<file path="src/rtl/trapezoid_raster_pkg.sv">
// -----------------------------------------------------------------------------
// trapezoid_pkg
// Shared definitions for the trapezoid rasteriser: the control FSM state
// encoding and the two rendering mode values sampled alongside `nt`.
// No ports; imported by the top module.
// -----------------------------------------------------------------------------
package trapezoid_pkg;

  // Control FSM states of the top-level sequencer.
  typedef enum logic [2:0] {
    IDLE = 3'd0,
    LOAD = 3'd1,
    DIV  = 3'd2,
    ROW  = 3'd3,
    EMIT = 3'd4
  } state_e;

  // Rendering mode, sampled with the first point.
  localparam logic MODE_FILL    = 1'b0;
  localparam logic MODE_OUTLINE = 1'b1;

endpackage

</file>
<file path="src/rtl/trapezoid_raster_if.sv">
// -----------------------------------------------------------------------------
// trapezoid_raster_if
// Bundles the point-command input and the pixel output handshake of the
// rasteriser.
//   nt, mode, xi, yi : point command (new trapezoid flag, mode, coordinates)
//   busy             : engine is loading or rendering
//   po, pr, xo, yo   : pixel valid / sink ready / pixel coordinates
// Modports:
//   master : the side that issues points and sinks pixels
//   slave  : the rasteriser itself
// -----------------------------------------------------------------------------
interface trapezoid_raster_if #(
  parameter int CW = 8
) ();

  logic          nt;
  logic          mode;
  logic [CW-1:0] xi;
  logic [CW-1:0] yi;
  logic          busy;
  logic          po;
  logic          pr;
  logic [CW-1:0] xo;
  logic [CW-1:0] yo;

  modport master (
    output nt, mode, xi, yi, pr,
    input  busy, po, xo, yo
  );

  modport slave (
    input  nt, mode, xi, yi, pr,
    output busy, po, xo, yo
  );

endinterface

</file>
<file path="src/rtl/trapezoid_raster_edge_walker.sv">
// -----------------------------------------------------------------------------
// trap_edge_walker
// One trapezoid edge: a restoring divider that turns the edge slope dx/dy into
// a floor quotient q and remainder r in [0, dy), followed by an incremental
// walker that tracks the exact edge position as integer x plus remainder.
//   clk, reset : clock, synchronous active-high reset
//   start      : load x0/dx/dy and begin the CW+1 cycle divide
//   step       : advance the edge by one row
//   x0         : edge x at the bottom row
//   dx         : signed top-minus-bottom x delta
//   dy         : row count minus one (yu - yd)
//   x          : current integer part of the edge position (signed)
//   rem_nz     : current fractional part is non-zero
//   done       : the divide completes on the coming clock edge
// -----------------------------------------------------------------------------
module trap_edge_walker #(
  parameter int CW = 8
) (
  input  logic               clk,
  input  logic               reset,
  input  logic               start,
  input  logic               step,
  input  logic [CW-1:0]      x0,
  input  logic signed [CW:0] dx,
  input  logic [CW-1:0]      dy,
  output logic signed [CW:0] x,
  output logic               rem_nz,
  output logic               done
);

  localparam int               CNT_W      = $clog2(CW + 2);
  localparam logic [CNT_W-1:0] DIV_CYCLES = CNT_W'(CW + 1);
  localparam logic [CNT_W-1:0] CNT_ONE    = {{(CNT_W-1){1'b0}}, 1'b1};

  logic [CNT_W-1:0]   cnt_q, cnt_d;
  logic [CW:0]        acc_q, acc_d;   // partial remainder of the divide
  logic [CW:0]        nq_q, nq_d;     // dividend bits shift out, quotient bits shift in
  logic               neg_q, neg_d;
  logic [CW-1:0]      dy_q, dy_d;
  logic signed [CW:0] x_q, x_d;
  logic [CW:0]        rem_q, rem_d;

  logic [CW:0]        dx_mag_s;
  logic [CW+1:0]      trial_s;
  logic signed [CW:0] q_s;
  logic [CW:0]        r_s;
  logic [CW+1:0]      rem_sum_s;

  // Divider operand prep and conversion of the magnitude result to floor form.
  always_comb begin
    dx_mag_s = dx[CW] ? (-dx) : dx;
    trial_s  = {acc_q, nq_q[CW]};
    if (dy_q == {CW{1'b0}}) begin
      q_s = {(CW+1){1'b0}};
      r_s = {(CW+1){1'b0}};
    end else if (!neg_q) begin
      q_s = $signed(nq_q);
      r_s = acc_q;
    end else if (acc_q == {(CW+1){1'b0}}) begin
      // exact negative division: q = -|q|
      q_s = $signed(~nq_q + {{CW{1'b0}}, 1'b1});
      r_s = {(CW+1){1'b0}};
    end else begin
      // inexact negative division rounds toward -inf: q = -|q| - 1 = ~|q|
      q_s = $signed(~nq_q);
      r_s = {1'b0, dy_q} - acc_q;
    end
    rem_sum_s = {1'b0, rem_q} + {1'b0, r_s};
  end

  // Next-state for divider iteration and per-row edge advance.
  always_comb begin
    cnt_d = cnt_q;
    acc_d = acc_q;
    nq_d  = nq_q;
    neg_d = neg_q;
    dy_d  = dy_q;
    x_d   = x_q;
    rem_d = rem_q;
    if (start) begin
      cnt_d = DIV_CYCLES;
      acc_d = {(CW+1){1'b0}};
      nq_d  = dx_mag_s;
      neg_d = dx[CW];
      dy_d  = dy;
      x_d   = $signed({1'b0, x0});
      rem_d = {(CW+1){1'b0}};
    end else begin
      if (cnt_q != {CNT_W{1'b0}}) begin
        cnt_d = cnt_q - CNT_ONE;
        if (trial_s >= {2'b00, dy_q}) begin
          acc_d = trial_s[CW:0] - {1'b0, dy_q};
          nq_d  = {nq_q[CW-1:0], 1'b1};
        end else begin
          acc_d = trial_s[CW:0];
          nq_d  = {nq_q[CW-1:0], 1'b0};
        end
      end else begin
        cnt_d = cnt_q;
      end
      if (step) begin
        // carry the accumulated fraction into x once it reaches a whole pixel
        if ((dy_q != {CW{1'b0}}) && (rem_sum_s >= {2'b00, dy_q})) begin
          x_d   = x_q + q_s + $signed({{CW{1'b0}}, 1'b1});
          rem_d = rem_sum_s[CW:0] - {1'b0, dy_q};
        end else begin
          x_d   = x_q + q_s;
          rem_d = rem_sum_s[CW:0];
        end
      end else begin
        x_d   = x_q;
        rem_d = rem_q;
      end
    end
  end

  // State registers with synchronous reset.
  always_ff @(posedge clk) begin
    if (reset) begin
      cnt_q <= {CNT_W{1'b0}};
      acc_q <= {(CW+1){1'b0}};
      nq_q  <= {(CW+1){1'b0}};
      neg_q <= 1'b0;
      dy_q  <= {CW{1'b0}};
      x_q   <= {(CW+1){1'b0}};
      rem_q <= {(CW+1){1'b0}};
    end else begin
      cnt_q <= cnt_d;
      acc_q <= acc_d;
      nq_q  <= nq_d;
      neg_q <= neg_d;
      dy_q  <= dy_d;
      x_q   <= x_d;
      rem_q <= rem_d;
    end
  end

  assign x      = x_q;
  assign rem_nz = (rem_q != {(CW+1){1'b0}});
  assign done   = (cnt_q == CNT_ONE);

endmodule

</file>
<file path="src/rtl/trapezoid_raster.sv">
// -----------------------------------------------------------------------------
// trapezoid_raster
// Loads four corner points serially, divides both side edges, then emits every
// integer pixel inside the trapezoid row by row (bottom row first, x
// ascending), one pixel per po/pr handshake. Fill mode emits whole spans;
// outline mode emits whole spans on the bottom and top rows and only the two
// span ends on the rows in between.
//   clk   : clock, all logic on the rising edge
//   reset : synchronous, active-high
//   bus   : slave side of trapezoid_raster_if (nt/mode/xi/yi in,
//           busy/po/xo/yo out, pr in)
// -----------------------------------------------------------------------------
module trapezoid_raster
  import trapezoid_pkg::*;
#(
  parameter int CW = 8
) (
  input logic               clk,
  input logic               reset,
  trapezoid_raster_if.slave bus
);

  localparam logic [CW-1:0] ONE_CW = {{(CW-1){1'b0}}, 1'b1};

  state_e        state_q, state_d;
  logic [1:0]    ld_cnt_q, ld_cnt_d;
  logic          mode_q, mode_d;
  logic [CW-1:0] xul_q, xul_d;
  logic [CW-1:0] xur_q, xur_d;
  logic [CW-1:0] xdl_q, xdl_d;
  logic [CW-1:0] yu_q, yu_d;
  logic [CW-1:0] yd_q, yd_d;
  logic [CW-1:0] y_q, y_d;     // current row
  logic [CW-1:0] xl_q, xl_d;   // span bounds of the current row
  logic [CW-1:0] xr_q, xr_d;
  logic          busy_q, busy_d;
  logic          po_q, po_d;
  logic [CW-1:0] xo_q, xo_d;   // also serves as the span counter
  logic [CW-1:0] yo_q, yo_d;

  logic               start_s;
  logic               step_s;
  logic signed [CW:0] dx_l_s;
  logic signed [CW:0] dx_r_s;
  logic [CW-1:0]      dy_s;
  logic signed [CW:0] x_l_s;
  logic signed [CW:0] x_r_s;
  logic               nz_l_s;
  logic               nz_r_s;
  logic               done_l_s;
  logic               done_r_s;

  logic signed [CW+1:0] xl_s;
  logic signed [CW+1:0] xr_s;
  logic                 row_empty_s;
  logic                 last_row_s;
  logic                 full_row_s;
  logic [CW-1:0]        next_x_s;

  // The right edge starts while its bottom point is still on xi.
  assign dx_l_s = {1'b0, xul_q} - {1'b0, xdl_q};
  assign dx_r_s = {1'b0, xur_q} - {1'b0, bus.xi};
  assign dy_s   = yu_q - yd_q;

  trap_edge_walker #(.CW(CW)) u_left (
    .clk    (clk),
    .reset  (reset),
    .start  (start_s),
    .step   (step_s),
    .x0     (xdl_q),
    .dx     (dx_l_s),
    .dy     (dy_s),
    .x      (x_l_s),
    .rem_nz (nz_l_s),
    .done   (done_l_s)
  );

  trap_edge_walker #(.CW(CW)) u_right (
    .clk    (clk),
    .reset  (reset),
    .start  (start_s),
    .step   (step_s),
    .x0     (bus.xi),
    .dx     (dx_r_s),
    .dy     (dy_s),
    .x      (x_r_s),
    .rem_nz (nz_r_s),
    .done   (done_r_s)
  );

  // Row bounds: ceiling of the left edge, floor of the right edge.
  always_comb begin
    xl_s        = {x_l_s[CW], x_l_s} + {{(CW+1){1'b0}}, nz_l_s};
    xr_s        = {x_r_s[CW], x_r_s};
    row_empty_s = (xl_s > xr_s);
    last_row_s  = (y_q == yu_q);
    full_row_s  = (mode_q == MODE_FILL) || (y_q == yd_q) || last_row_s;
    // an outline middle row jumps straight from its left end to its right end
    if (!full_row_s && (xo_q == xl_q)) begin
      next_x_s = xr_q;
    end else begin
      next_x_s = xo_q + ONE_CW;
    end
  end

  // FSM next-state, point capture and pixel output sequencing.
  always_comb begin
    state_d  = state_q;
    ld_cnt_d = ld_cnt_q;
    mode_d   = mode_q;
    xul_d    = xul_q;
    xur_d    = xur_q;
    xdl_d    = xdl_q;
    yu_d     = yu_q;
    yd_d     = yd_q;
    y_d      = y_q;
    xl_d     = xl_q;
    xr_d     = xr_q;
    busy_d   = busy_q;
    po_d     = po_q;
    xo_d     = xo_q;
    yo_d     = yo_q;
    start_s  = 1'b0;
    step_s   = 1'b0;
    nz_r_unused_guard: begin end
    case (state_q)
      IDLE: begin
        if (bus.nt) begin
          state_d  = LOAD;
          ld_cnt_d = 2'd1;
          mode_d   = bus.mode;
          xul_d    = bus.xi;
          yu_d     = bus.yi;
          busy_d   = 1'b1;
        end else begin
          state_d  = IDLE;
        end
      end
      LOAD: begin
        case (ld_cnt_q)
          2'd1: begin
            xur_d    = bus.xi;
            ld_cnt_d = 2'd2;
          end
          2'd2: begin
            xdl_d    = bus.xi;
            yd_d     = bus.yi;
            ld_cnt_d = 2'd3;
          end
          2'd3: begin
            start_s  = 1'b1;
            ld_cnt_d = 2'd0;
            state_d  = DIV;
          end
          default: begin
            ld_cnt_d = 2'd0;
            busy_d   = 1'b0;
            state_d  = IDLE;
          end
        endcase
      end
      DIV: begin
        if (done_l_s && done_r_s) begin
          state_d = ROW;
          y_d     = yd_q;
        end else begin
          state_d = DIV;
        end
      end
      ROW: begin
        if (!row_empty_s) begin
          state_d = EMIT;
          po_d    = 1'b1;
          xo_d    = xl_s[CW-1:0];
          yo_d    = y_q;
          xl_d    = xl_s[CW-1:0];
          xr_d    = x_r_s[CW-1:0];
        end else if (last_row_s) begin
          state_d = IDLE;
          busy_d  = 1'b0;
        end else begin
          step_s  = 1'b1;
          y_d     = y_q + ONE_CW;
        end
      end
      EMIT: begin
        if (bus.pr) begin
          if (xo_q == xr_q) begin
            po_d = 1'b0;
            if (last_row_s) begin
              state_d = IDLE;
              busy_d  = 1'b0;
            end else begin
              state_d = ROW;
              step_s  = 1'b1;
              y_d     = y_q + ONE_CW;
            end
          end else begin
            xo_d = next_x_s;
          end
        end else begin
          state_d = EMIT;
        end
      end
      default: begin
        state_d = IDLE;
        busy_d  = 1'b0;
        po_d    = 1'b0;
      end
    endcase
  end

  // State and output registers with synchronous reset.
  always_ff @(posedge clk) begin
    if (reset) begin
      state_q  <= IDLE;
      ld_cnt_q <= 2'd0;
      mode_q   <= MODE_FILL;
      xul_q    <= {CW{1'b0}};
      xur_q    <= {CW{1'b0}};
      xdl_q    <= {CW{1'b0}};
      yu_q     <= {CW{1'b0}};
      yd_q     <= {CW{1'b0}};
      y_q      <= {CW{1'b0}};
      xl_q     <= {CW{1'b0}};
      xr_q     <= {CW{1'b0}};
      busy_q   <= 1'b0;
      po_q     <= 1'b0;
      xo_q     <= {CW{1'b0}};
      yo_q     <= {CW{1'b0}};
    end else begin
      state_q  <= state_d;
      ld_cnt_q <= ld_cnt_d;
      mode_q   <= mode_d;
      xul_q    <= xul_d;
      xur_q    <= xur_d;
      xdl_q    <= xdl_d;
      yu_q     <= yu_d;
      yd_q     <= yd_d;
      y_q      <= y_d;
      xl_q     <= xl_d;
      xr_q     <= xr_d;
      busy_q   <= busy_d;
      po_q     <= po_d;
      xo_q     <= xo_d;
      yo_q     <= yo_d;
    end
  end

  // The right edge is always floored, so its fraction flag is not needed.
  logic unused_s;
  assign unused_s = nz_r_s;

  assign bus.busy = busy_q;
  assign bus.po   = po_q;
  assign bus.xo   = xo_q;
  assign bus.yo   = yo_q;

endmodule

</file>
<file path="src/flat_wrapper.sv">
// flat-port wrapper written by rule: the top's interface ports become plain ports
module trapezoid_raster_flat import trapezoid_pkg::*;
#(
  parameter int CW = 8
)
  (clk, reset, bus_nt, bus_mode, bus_xi, bus_yi, bus_pr, bus_busy, bus_po, bus_xo, bus_yo);
  trapezoid_raster_if #(.CW(CW)) bus_i ();
  input logic clk;
  input logic reset;
  input wire logic [$bits(bus_i.nt)-1:0] bus_nt;
  input wire logic [$bits(bus_i.mode)-1:0] bus_mode;
  input wire logic [$bits(bus_i.xi)-1:0] bus_xi;
  input wire logic [$bits(bus_i.yi)-1:0] bus_yi;
  input wire logic [$bits(bus_i.pr)-1:0] bus_pr;
  output wire logic [$bits(bus_i.busy)-1:0] bus_busy;
  output wire logic [$bits(bus_i.po)-1:0] bus_po;
  output wire logic [$bits(bus_i.xo)-1:0] bus_xo;
  output wire logic [$bits(bus_i.yo)-1:0] bus_yo;
  assign bus_i.nt = bus_nt;
  assign bus_i.mode = bus_mode;
  assign bus_i.xi = bus_xi;
  assign bus_i.yi = bus_yi;
  assign bus_i.pr = bus_pr;
  assign bus_busy = bus_i.busy;
  assign bus_po = bus_i.po;
  assign bus_xo = bus_i.xo;
  assign bus_yo = bus_i.yo;
  trapezoid_raster #(.CW(CW)) u_core (.clk(clk), .reset(reset), .bus(bus_i));
endmodule
</file>
<file path="config.mk">
export PLATFORM = sky130hd
export DESIGN_NAME = trapezoid_raster_flat
export DESIGN_NICKNAME = d
export VERILOG_FILES = /design/src/rtl/trapezoid_raster_pkg.sv /design/src/rtl/trapezoid_raster_if.sv /design/src/rtl/trapezoid_raster_edge_walker.sv /design/src/rtl/trapezoid_raster.sv /design/src/flat_wrapper.sv
export SDC_FILE = /design/constraint.sdc
export NUM_CORES = 1
export LEC_CHECK = 0
export ABC_AREA = 1
export CAP_MARGIN = 20
export CORE_MARGIN = 2
export CORE_UTILIZATION = 45
export CTS_BUF_LIST = sky130_fd_sc_hd__clkbuf_4
export CTS_CLUSTER_SIZE = 24
export DETAILED_ROUTE_END_ITERATION = 8
export GPL_ROUTABILITY_DRIVEN = 0
export PLACE_DENSITY = 0.62
export SYNTH_ARGS = -nofsm -noshare
export SYNTH_HDL_FRONTEND = slang
export SYNTH_SLANG_ARGS = --single-unit
</file>
<file path="constraint.sdc">
create_clock -name clk -period 3.92 [get_ports clk]
set_input_delay 1.176 -clock clk [delete_from_list [all_inputs] [get_ports clk]]
set_output_delay 1.176 -clock clk [all_outputs]
set_load 0.02 [all_outputs]
</file>
==> Yosys cells after proc, flatten, opt, wreduce, memory -nomap -nowiden <==
Cells that the tools add are included.
{ "totals": {"register_bits": 178, "in_bits": 21, "out_inout_bits": 18, "elab_cells": 201} }
{ "op_classes": {"add_sub_neg": 24, "order_cmp": 5, "eq_ne": 24, "muxes": 75, "bitwise": 6, "reduce_logical": 35} }
{ "op_table": {"columns": ["op", "count"], "rows": [
  ["9-bit two-way mux", 24],
  ["8-bit two-way mux", 13],
  ["10-bit by 8-bit >= comparator with 1-bit output", 4],
  ["9-bit by 8-bit subtractor with 9-bit output", 4],
  ["8-bit == test", 4],
  ["8-bit one-hot mux with 3 select lines", 1],
  ["9-bit by 9-bit adder with 10-bit output", 2],
  ["1-bit two-way mux", 19],
  ["9-bit by 1-bit adder with 9-bit output (second input constant)", 2],
  ["9-bit by 2-bit adder with 9-bit output (second input constant)", 2],
  ["9-bit adder", 2],
  ["9-bit zero test", 2],
  ["9-bit negator", 2],
  ["9-bit NOT", 2],
  ["8-bit by 8-bit subtractor with 9-bit output", 2],
  ["8-bit by 9-bit subtractor with 9-bit output", 2],
  ["8-bit by 1-bit adder with 8-bit output (second input constant)", 2],
  ["4-bit two-way mux", 4],
  ["8-bit one-hot mux with 2 select lines", 1],
  ["3-bit one-hot mux with 5 select lines", 1],
  ["3-bit two-way mux", 4],
  ["2-bit inequality test (second input constant)", 6],
  ["9-bit by 2-bit adder with 10-bit output", 1],
  ["10-bit by 9-bit greater-than comparator with 1-bit output", 1],
  ["other kinds (35)", 62]
]} }

==> Logic depth before layout (Yosys ltp) <==
Gate-level depths: netlist (run 1).
{ "logic_depth": {"ltp_word": 10, "mapped_depth": 33} }

==> Hierarchy <==
Synthesis (run 1) repeated with hierarchy kept, for this count alone.
{ "hier_totals": {"cells_unflattened": 2249, "hier_area_um2": 15115.7} }
{ "modules_own_cells": {"columns": ["mod", "n_inst", "cells_each", "area_each_um2", "seq_area_each_um2"], "rows": [
  ["trapezoid_raster", 1, 818, 5676.7, 1761.7],
  ["trap_edge_walker at u_core.u_left", 1, 711, 4765.8, 980.9],
  ["trap_edge_walker at u_core.u_right", 1, 720, 4673.2, 980.9]
]} }

==> Worst setup path before layout (run 1) <==
No wires, ideal clock.
{ "synth_timing": {"path_kind": "register to register", "start": "register u_core.u_left.dy_q[1] (netlist name)", "end": "register u_core.u_right.rem_q[7]", "setup_ns": 0.122, "t_arrival_ns": 4.062, "t_required_ns": 3.798, "slack_ns": -0.264, "stages_incl_launch_ff": 30, "path_cell_list": "dfxtp_1 inv_1 fa_1 inv_1 a31oi_1 inv_1 nand2_1 nand2_1 a21oi_1 or2_2 nand3_1 a21oi_1 ha_1 nand2_1 nor2_1 nand2_1 nand3_1 xor2_1 ha_1 nand2_1 inv_1 a21oi_1 nand2_1 nor2_1 nand3_2 nand2_2 inv_2 or2_2 o211ai_1 a21oi_1"} }
{ "synth_rtl": {"columns": ["item", "line", "text"], "rows": [
  ["to (signal assigned)", "trapezoid_raster_edge_walker.sv:126", "rem_q <= {(CW+1){1'b0}};"],
  ["to (signal assigned)", "trapezoid_raster_edge_walker.sv:134", "rem_q <= rem_d;"],
  ["to (decl)", "trapezoid_raster_edge_walker.sv:41", "logic [CW:0] rem_q, rem_d;"]
]} }

==> Worst setup path in the final report (run 1) <==
{ "layout_timing": {"start": "register u_core.u_left.dy_q[0]", "end": "register u_core.u_left.x_q[8], in the netlist u_core.u_left.x[8]"} }
{ "layout_between": {"elab_chain_len": 8} }
{ "layout_rtl": {"columns": ["item", "line", "text"], "rows": [
  ["from (decl)", "trapezoid_raster_edge_walker.sv:39", "logic [CW-1:0] dy_q, dy_d;"],
  ["from (signal assigned)", "trapezoid_raster_edge_walker.sv:124", "dy_q <= {CW{1'b0}};"],
  ["from (signal assigned)", "trapezoid_raster_edge_walker.sv:132", "dy_q <= dy_d;"],
  ["8-bit by 9-bit subtractor with 9-bit output", "trapezoid_raster_edge_walker.sv:66", "r_s = {1'b0, dy_q} - acc_q;"],
  ["9-bit two-way mux", "trapezoid_raster_edge_walker.sv:59", "end else if (acc_q == {(CW+1){1'b0}}) begin"],
  ["9-bit two-way mux", "trapezoid_raster_edge_walker.sv:56", "end else if (!neg_q) begin"],
  ["9-bit two-way mux", "trapezoid_raster_edge_walker.sv:53", "if (dy_q == {CW{1'b0}}) begin"],
  ["9-bit by 9-bit adder with 10-bit output", "trapezoid_raster_edge_walker.sv:68", "rem_sum_s = {1'b0, rem_q} + {1'b0, r_s};"],
  ["10-bit by 8-bit >= comparator with 1-bit output", "trapezoid_raster_edge_walker.sv:103", "if ((dy_q != {CW{1'b0}}) && (rem_sum_s >= {2'b00, dy_q})) begin"],
  ["1-bit logical AND", "trapezoid_raster_edge_walker.sv:103", null],
  ["9-bit two-way mux *", "trapezoid_raster_edge_walker.sv:103", null],
  ["to (signal assigned)", "trapezoid_raster_edge_walker.sv:125", "x_q <= {(CW+1){1'b0}};"],
  ["to (decl)", "trapezoid_raster_edge_walker.sv:40", "logic signed [CW:0] x_q, x_d;"]
]} }
Mark *: on every way between the ends. The rest lies on a longest branch, timed or not.
A chain may end at the register's enable or synchronous reset.

==> implementation parameters, run 1 <==
Parameter                              Value

Yosys
  Library cell occupying the most area in the post-synthesis netlist ... sky130_fd_sc_hd__dfxtp_1
  Share of the yosys chip area belonging to registers ... 24.32%
  Synthesis Warnings ... 0
  Count of distinct cell types in the synthesized netlist ... 48
  Leading post-synthesis cells by cell area ... sky130_fd_sc_hd__dfxtp_1 24%, sky130_fd_sc_hd__nand2_1 12%, sky130_fd_sc_hd__ha_1 12%, sky130_fd_sc_hd__inv_1 8.5%, sky130_fd_sc_hd__a21oi_1 7.1%
  Predominant post-synthesis flop cell ... sky130_fd_sc_hd__dfxtp_1
  Net count of the mapped netlist ... 2426
  Share of flip-flops with an asynchronous set or reset ... 0%
  Proportion of netlist area held by the largest area contributor ... 24.32%
  Area of the mapped netlist ... 14650 um2
  Synthesized instance count ... 2257
  Synthesized flop and latch total ... 178
  Count of flip-flops with a built-in enable after synthesis ... 0
  Syn Area/Cell ... 6.492 um2

Run
  Max-cap violations ... 0

Timing
  Crit path time final ... 4.131 ns
  RSZ-0062 raised after global routing ... true
  Max-slew violation count ... 0
  Max Clock Freq ... 0.2421 GHz
  Part of the cycle the worst path needs ... 105.4%
  Final setup slack of the worst path ... -0.2106 ns
  Worst-case hold slack ... 0.4745 ns
  Relative slew margins ... 25.60%
  Fin. Hold Viols ... 0
  Fin Clk Skew ... 0.04714 ns
  Count of endpoints failing setup in the final report ... 35
  Final-layout setup total negative slack ... -4.589 ns
  Pin slew with the least headroom to its limit ... 1.112 ns

Global routing
  Global-route wire length before repair ... 71.97 mm
  Vias in the first global route ... 14080
  Overflow left after global routing ... 0
  Largest net degree at the start of global routing ... 64
  Antenna violations before repair ... 1
  GR Util All Layers ... 26.82%

Place
  Count of port buffers added during placement ... 38
  Detailed placer's ending HPWL ... 35.06 mm
  Placed insts ... 2824

Detailed routing
  Total DRC errors in the routed layout ... 0
  Detailed-route wire length per cell ... 16.00 um
  Antenna-violating nets left ... 0
  Routed vias/inst ... 5.347
  Total via count in the routed design ... 15460
  Total detailed-routing wirelength ... 46.25 mm
  1st-iter DRT viols ... 1265
  DR pass1 iterations ... 5

CTS
  Clock input transition at the sequential cells of the worst setup and hold paths ... 0.16 ns
  Clock Latency Late Sink ... 0.68 ns
  Number of buffers inserted during clock tree synthesis ... 17
  CTS H-tree depth ... 4
  TritonCTS clock tree ... done
  Clock tree buffer depth ... 2
  CTS Root Cell ... sky130_fd_sc_hd__clkbuf_4
  Clk sink count ... 178

Power
  Maximum vdd ir drop ... 320.7 uV
  Power per Cell Area ... 359.8 nW/um2
  Static Leakage ... 0.008358 uW
  Post-layout total power ... 6377 uW

Final layout
  Highest-count cells in the layout ignoring fill and taps ... 455 x sky130_fd_sc_hd__nand2_1, 321 x sky130_fd_sc_hd__inv_1, 191 x sky130_fd_sc_hd__a21oi_1
  Filler-free cell count of the finished design ... 2891
  Most common cell after layout, fill and taps aside ... sky130_fd_sc_hd__nand2_1
  Syn-to-layout area delta ... 20.96%
  Total number of nets in the final design ... 2604
  Layout cell share with drive strength beyond 1 ... 15.89%

Floorplanning
  Horizontal die dimension ... 184.4 um
  Height of the chip ... 184.4 um
  Die ar. ... 34020 um2
  Placement row count ... 66
  Starting density of the core ... 45.38%
  Number of ports placed on the die boundary ... 39
  Area of the core ... 32290 um2

Run status
  Run status ... finished, violations left
  Failing checks ... setup timing

Min path
  Instance count along the most critical hold path ... 2
  Class of the tightest hold or removal check ... flip-flop to flip-flop

Setup path
  Most Frequent Cell on Critical Path ... sky130_fd_sc_hd__nand2_1
  Depth of the worst register-to-register path ... 29
  Kind of critical path ... flip-flop to flip-flop
  Critical R2R Capture ... u_core.u_left.x[8]
  Startpoint of the most critical setup path ... u_core.u_left.dy_q[0]
  Stage delay of the slowest cell on the critical path ... 0.39 ns
  Startpoint of the most critical register-to-register path ... u_core.u_left.dy_q[0]
  Crit-path slowest cell ... sky130_fd_sc_hd__dfxtp_2
  Required time at the worst-slack endpoint ... 4.48 ns
  Endpoint type of the worst setup path ... flip-flop
  Top fanout value on the critical path ... 4
  Reg-to-reg setup timing slack ... -0.21 ns
  Data arrival at the endpoint of the critical path ... 4.69 ns
  Crit start category ... flip-flop
  Critical path capture point ... u_core.u_left.x[8]
==> cell usage after synthesis, drive strengths merged, types with 26 or more instances <==
library cell	n
nor2	185
nand3	139
dfxtp	178
ha	135
clkbuf	37
a21oi	208
xnor2	39
nand2	488
inv	341
buf	26
nand4	55
xor2	46
o21ai	202
==> critical path, delay by kind of cell (launching register included) <==
kind | cells | cell delay, ns
buf+inv | 3 | 0.31
simple gates | 17 | 1.68
fa+ha+maj | 4 | 1.13
flops | 1 | 0.39
compound gates | 3 | 0.32
xor+xnor | 2 | 0.22
==> worst min-delay path by stage <==
stage / from / slack [ns] / end
2_1_floorplan: u_core.xul_q[0] / 0.43 / u_core.xul_q[0]
3_3_place_gp: u_core.bus.po / 0.45 / u_core.bus.po
3_5_place_dp: u_core.xur_q[0] / 0.46 / u_core.xur_q[0]
4_1_cts: u_core.xur_q[0] / 0.48 / u_core.xur_q[0]
5_1_grt: u_core.xur_q[0] / 0.51 / u_core.xur_q[0]
6_report: u_core.xur_q[0] / 0.47 / u_core.xur_q[0]
==> cell families (layout without fill, tap and decap cells) <==
logic type / after synthesis / in the layout / share of synthesized area (%)
simple gates: 923 / 924 / 27.22
flops: 178 / 178 / 24.32
other cells: 0 / 1 / 0
buf+inv: 406 / 596 / 10.80
xor+xnor: 85 / 85 / 5.081
compound gates: 517 / 517 / 19.27
fa+ha+maj: 148 / 148 / 13.30
==> cell type report <==
cell class | instances | area [um2]
flip-flops and latches | 178 | 3581
fillers | 3119 | 14570
clock inverters | 15 | 152.6
well taps | 442 | 553.0
repair buffers | 219 | 1847
repair inverters | 2 | 17.52
multi-input cells | 1674 | 10140
diodes | 1 | 2.502
inverters | 343 | 1303
clock buffers | 17 | 127.6
==> sequential cells by signal, summed over array words and instances (netlist names), 9 cells and up <==
name,flops
u_core.u_left.x,9
u_core.u_right.nq_q,9
u_core.u_left.acc_q,9
u_core.u_right.rem_q,9
u_core.u_left.nq_q,9
u_core.u_left.rem_q,9
u_core.u_right.acc_q,9
u_core.u_right.x,9
==> per-layer routing <==
metal	wire length, um	global-route usage [%]	vias to the layer above
met1	21880	36.67	7075
met4	1332	8.928	0
met3	2222	3.991	89
met5	0	0	-
li1	-	-	7874
met2	20810	43.17	421
==> metrics by stage <==
stage | setup WS (ns) | instance area (um2) | utilization, %
after detailed placement | -0.2832 | 16520 | 51.17
final | -0.2106 | 17720 | 54.89
after floorplan | -0.01638 | 14730 | -
after CTS | -0.05003 | 17270 | 53.49
after global placement | -0.1766 | 16520 | 51.17
after global routing | -0.4943 | 17720 | 54.89
==> where the power goes <==
group | internal, uW | switching (uW) | leakage (uW) | total, uW
clock network | 334 | 780 | 0.000148 | 1110
logic | 1280 | 1860 | 0.00676 | 3130
registers | 1990 | 134 | 0.00145 | 2130
==> repair_timing <==
item                                   4_1_cts  5_1_grt
hold buffers                                 0        0
setup endpoints to repair                   36       50
pin swaps                                   34       55
endpoints found under the hold margin        0        0
buffers inserted                            21       10
gates resized for setup                     72       95
gates cloned                                 1        3
Note: power is estimated with default switching activity, not from simulation.
==> run 2, diff against run 1 <==
--- a/config.mk
+++ b/config.mk
@@ -13,6 +13,7 @@
 export CTS_CLUSTER_SIZE = 24
 export DETAILED_ROUTE_END_ITERATION = 8
 export GPL_ROUTABILITY_DRIVEN = 0
+export HOLD_SLACK_MARGIN = 0.1
 export PLACE_DENSITY = 0.62
 export SYNTH_ARGS = -nofsm -noshare
 export SYNTH_HDL_FRONTEND = slang
==> results of run 2 <==
Final layout, timing and power as in run 1 (identical DEF).
==> run 3, diff against run 2 <==
--- a/config.mk
+++ b/config.mk
@@ -15,6 +15,7 @@
 export GPL_ROUTABILITY_DRIVEN = 0
 export HOLD_SLACK_MARGIN = 0.1
 export PLACE_DENSITY = 0.62
+export RECOVER_POWER = 100
 export SYNTH_ARGS = -nofsm -noshare
 export SYNTH_HDL_FRONTEND = slang
 export SYNTH_SLANG_ARGS = --single-unit
==> run 3 against run 2 <==
The run ends with capacitance limit, slew limit, setup timing left. Maximum frequency about the same. Cell area down 0.25%. Wire length about the same. Clock power about the same. Sequential power about the same. Sequential share of layout area about the same. Sequential cell count unchanged. Final cell count unchanged. Critical path depth down 1. Register-to-register slack about the same. Clock-buffer cell count unchanged. Critical path type unchanged. Largest cell class unchanged.
==> implementation parameters, run 3 (synthesis gave the netlist of run 1 again) <==
Parameter                              Value

Detailed routing
  1st-iter DRT viols ... 1183 (-6.5%)
  DR pass1 iterations ... 6 (+1)
  WL met2 ... 20.76 mm (-0.27%)
  Detail Route met3 WL ... 2.485 mm (+12%)
  Total via count in the routed design ... 15510 (+0.31%)
  Detailed-route wire length per cell ... 16.00 um (about the same)
  Antenna-violating nets left ... 0 (unchanged)
  Total detailed-routing wirelength ... 46.25 mm (about the same)
  Routed vias/inst ... 5.364 (+0.31%)
  Top layer used by detailed routing ... met4
  Total DRC errors in the routed layout ... 0 (unchanged)
  Metal-1 WL ... 21.62 mm (-1.2%)

Setup path
  Most Frequent Cell on Critical Path ... sky130_fd_sc_hd__nand2_1
  Top fanout value on the critical path ... 9 (+5)
  Endpoint type of the worst setup path ... flip-flop
  Crit start category ... flip-flop
  Kind of critical path ... flip-flop to flip-flop
  Cell family with most CP delay ... simple AND/OR/NAND/NOR gates
  Crit-path slowest cell ... sky130_fd_sc_hd__dfxtp_2
  Stage delay of the slowest cell on the critical path ... 0.39 ns (about the same)
  Data arrival at the endpoint of the critical path ... 4.64 ns (-0.05 ns)
  Required time at the worst-slack endpoint ... 4.42 ns (-0.06 ns)
  Buf+Inv Stages, Crit Path ... 5 (+2)

Power
  Power per Cell Area ... 360.7 nW/um2 (+0.24%)
  Maximum vdd ir drop ... 320.0 uV (-0.20%)
  Static Leakage ... 0.008411 uW (+0.64%)

Final layout
  Total number of nets in the final design ... 2604 (unchanged)
  Register cell area after layout ... 3580 um2 (about the same)
  Syn-to-layout area delta ... 20.66%
  Layout fillers ... 3130 (+0.35%)
  Filler-free cell count of the finished design ... 2891 (unchanged)
  Layout cell share with drive strength beyond 1 ... 15.48% (-0.41 points)
  Multi-input gate area in the final layout ... 10110 um2 (-0.32%)
  Most common cell after layout, fill and taps aside ... sky130_fd_sc_hd__nand2_1
  Core occupancy in the finished layout ... 54.75% (-0.14 points)
  Highest-count cells in the layout ignoring fill and taps ... 456 x sky130_fd_sc_hd__nand2_1, 324 x sky130_fd_sc_hd__inv_1, 191 x sky130_fd_sc_hd__a21oi_1

Floorplanning
  Height of the chip ... 184.4 um (unchanged)
  Area of the core ... 32290 um2 (unchanged)
  Starting density of the core ... 45.38% (unchanged)
  Die ar. ... 34020 um2 (unchanged)
  Horizontal die dimension ... 184.4 um (unchanged)
  Number of ports placed on the die boundary ... 39 (unchanged)
  Placement row count ... 66 (unchanged)

Global routing
  Antenna violations before repair ... 1 (unchanged)
  Global-route wire length before repair ... 71.97 mm (unchanged)
  Largest net degree at the start of global routing ... 64 (unchanged)
  GR Util All Layers ... 26.82% (unchanged)
  Overflow left after global routing ... 0 (unchanged)
  Vias in the first global route ... 14080 (unchanged)

Place
  Count of port buffers added during placement ... 38 (unchanged)
  Placed insts ... 2824 (unchanged)
  Detailed placer's ending HPWL ... 35.06 mm (unchanged)

Timing
  Pin slew with the least headroom to its limit ... 1.612 ns (+0.4998 ns)
  Worst-case hold slack ... 0.4753 ns (+0.0008010 ns)
  Fin. Hold Viols ... 0 (unchanged)
  Max-slew violation count ... 26 (+26)
  RSZ-0062 raised after global routing ... true
  Final-layout setup total negative slack ... -5.081 ns (-0.4915 ns)
  Crit path time final ... 4.134 ns (+0.003211 ns)
  Max Clock Freq ... 0.2419 GHz (about the same)
  Count of endpoints failing setup in the final report ... 36 (+2.9%)
  Fin Clk Skew ... 0.04960 ns (+0.002459 ns)
  Final setup slack of the worst path ... -0.2138 ns (-0.003211 ns)
  Relative slew margins ... -7.449% (-33 points)
  Part of the cycle the worst path needs ... 105.5% (about the same)

CTS
  CTS H-tree depth ... 4 (unchanged)
  Clock Latency Late Sink ... 0.68 ns (about the same)
  TritonCTS clock tree ... done
  Number of buffers inserted during clock tree synthesis ... 17 (unchanged)
  Hold-fix buffers at CTS ... 0 (unchanged)
  Clock input transition at the sequential cells of the worst setup and hold paths ... 0.16 ns (about the same)
  CTS Root Cell ... sky130_fd_sc_hd__clkbuf_4
  Clock tree buffer depth ... 2 (unchanged)
  Clk sink count ... 178 (unchanged)

Min path
  Class of the tightest hold or removal check ... flip-flop to flip-flop

Run
  Max-cap violations ... 1 (+1)

Run status
  Failing checks ... capacitance limit, slew limit, setup timing
  Run status ... finished, violations left
==> run 3: cell types whose count changed in the layout (fill, tap and decap cells not counted), moves of 3 or more <==
cell / before / now
sky130_fd_sc_hd__buf_4: 164 / 160
sky130_fd_sc_hd__clkbuf_1: 0 / 3
sky130_fd_sc_hd__clkdlybuf4s50_1: 37 / 16
sky130_fd_sc_hd__dlygate4sd3_1: 0 / 21
sky130_fd_sc_hd__inv_1: 321 / 324
sky130_fd_sc_hd__inv_2: 16 / 13
==> run 3: through the flow <==
step	total power [uW]	instance area, um2	worst slack [ns]
6_report	6376	17680	-0.2138
5_1_grt	6878	17680	-0.4941
4_1_cts	6244	17270	-0.05003
3_5_place_dp	5069	16520	-0.2832
3_3_place_gp	5037	16520	-0.1766
2_1_floorplan	4213	14730	-0.01638
==> run 3: metal layers <==
layer | GRT usage [%] | vias to the layer above
li1 | - | 7876
met1 | 36.67 | 7087
met2 | 43.17 | 453
met3 | 3.991 | 91
met4 | 8.928 | 0
met5 | 0 | -
==> run 3: final timing paths <==
path / slack (ns) / depth (start not counted) / from / endpoint
max: -0.21 / 28 / u_core.u_left.dy_q[0] / u_core.u_left.rem_q[2]
min: 0.48 / 2 / u_core.xur_q[0] / u_core.xur_q[0]
max reg2reg: -0.21 / 28 / u_core.u_left.dy_q[0] / u_core.u_left.rem_q[2]
min reg2reg: 0.48 / 2 / u_core.xur_q[0] / u_core.xur_q[0]
==> run 3: cell type report <==
class / instances / share of cell area, %
multi-input cells: 1674 / 57.17
diodes: 1 / 0.01416
clock inverters: 15 / 0.8635
flip-flops and latches: 178 / 20.25
well taps: 442 / 3.128
clock buffers: 17 / 0.7219
repair buffers: 219 / 10.38
inverters: 343 / 7.368
repair inverters: 2 / 0.09909
==> run 3: report_power, final <==
part	internal, uW	total, uW	switching, uW
sequential	1990	2130	134
combinational	1280	3130	1860
clock	334	1120	782
==> run 3: worst reg2reg max path, delay by kind of cell (launching register included) <==
family,cells,cell delay [ns]
AO/OA/AOI/OAI,5,0.66
XOR/XNOR,2,0.28
adder cells (fa/ha/maj),4,1.09
buffers and inverters,5,0.41
flip-flops,1,0.39
AND/OR/NAND/NOR,12,1.17
==> run 3: timing repair <==
action,CTS,global route
setup buffers,21,10
resized for setup,72,95
cloned,1,3
pin swaps,34,55
endpoints found under the setup margin,36,50
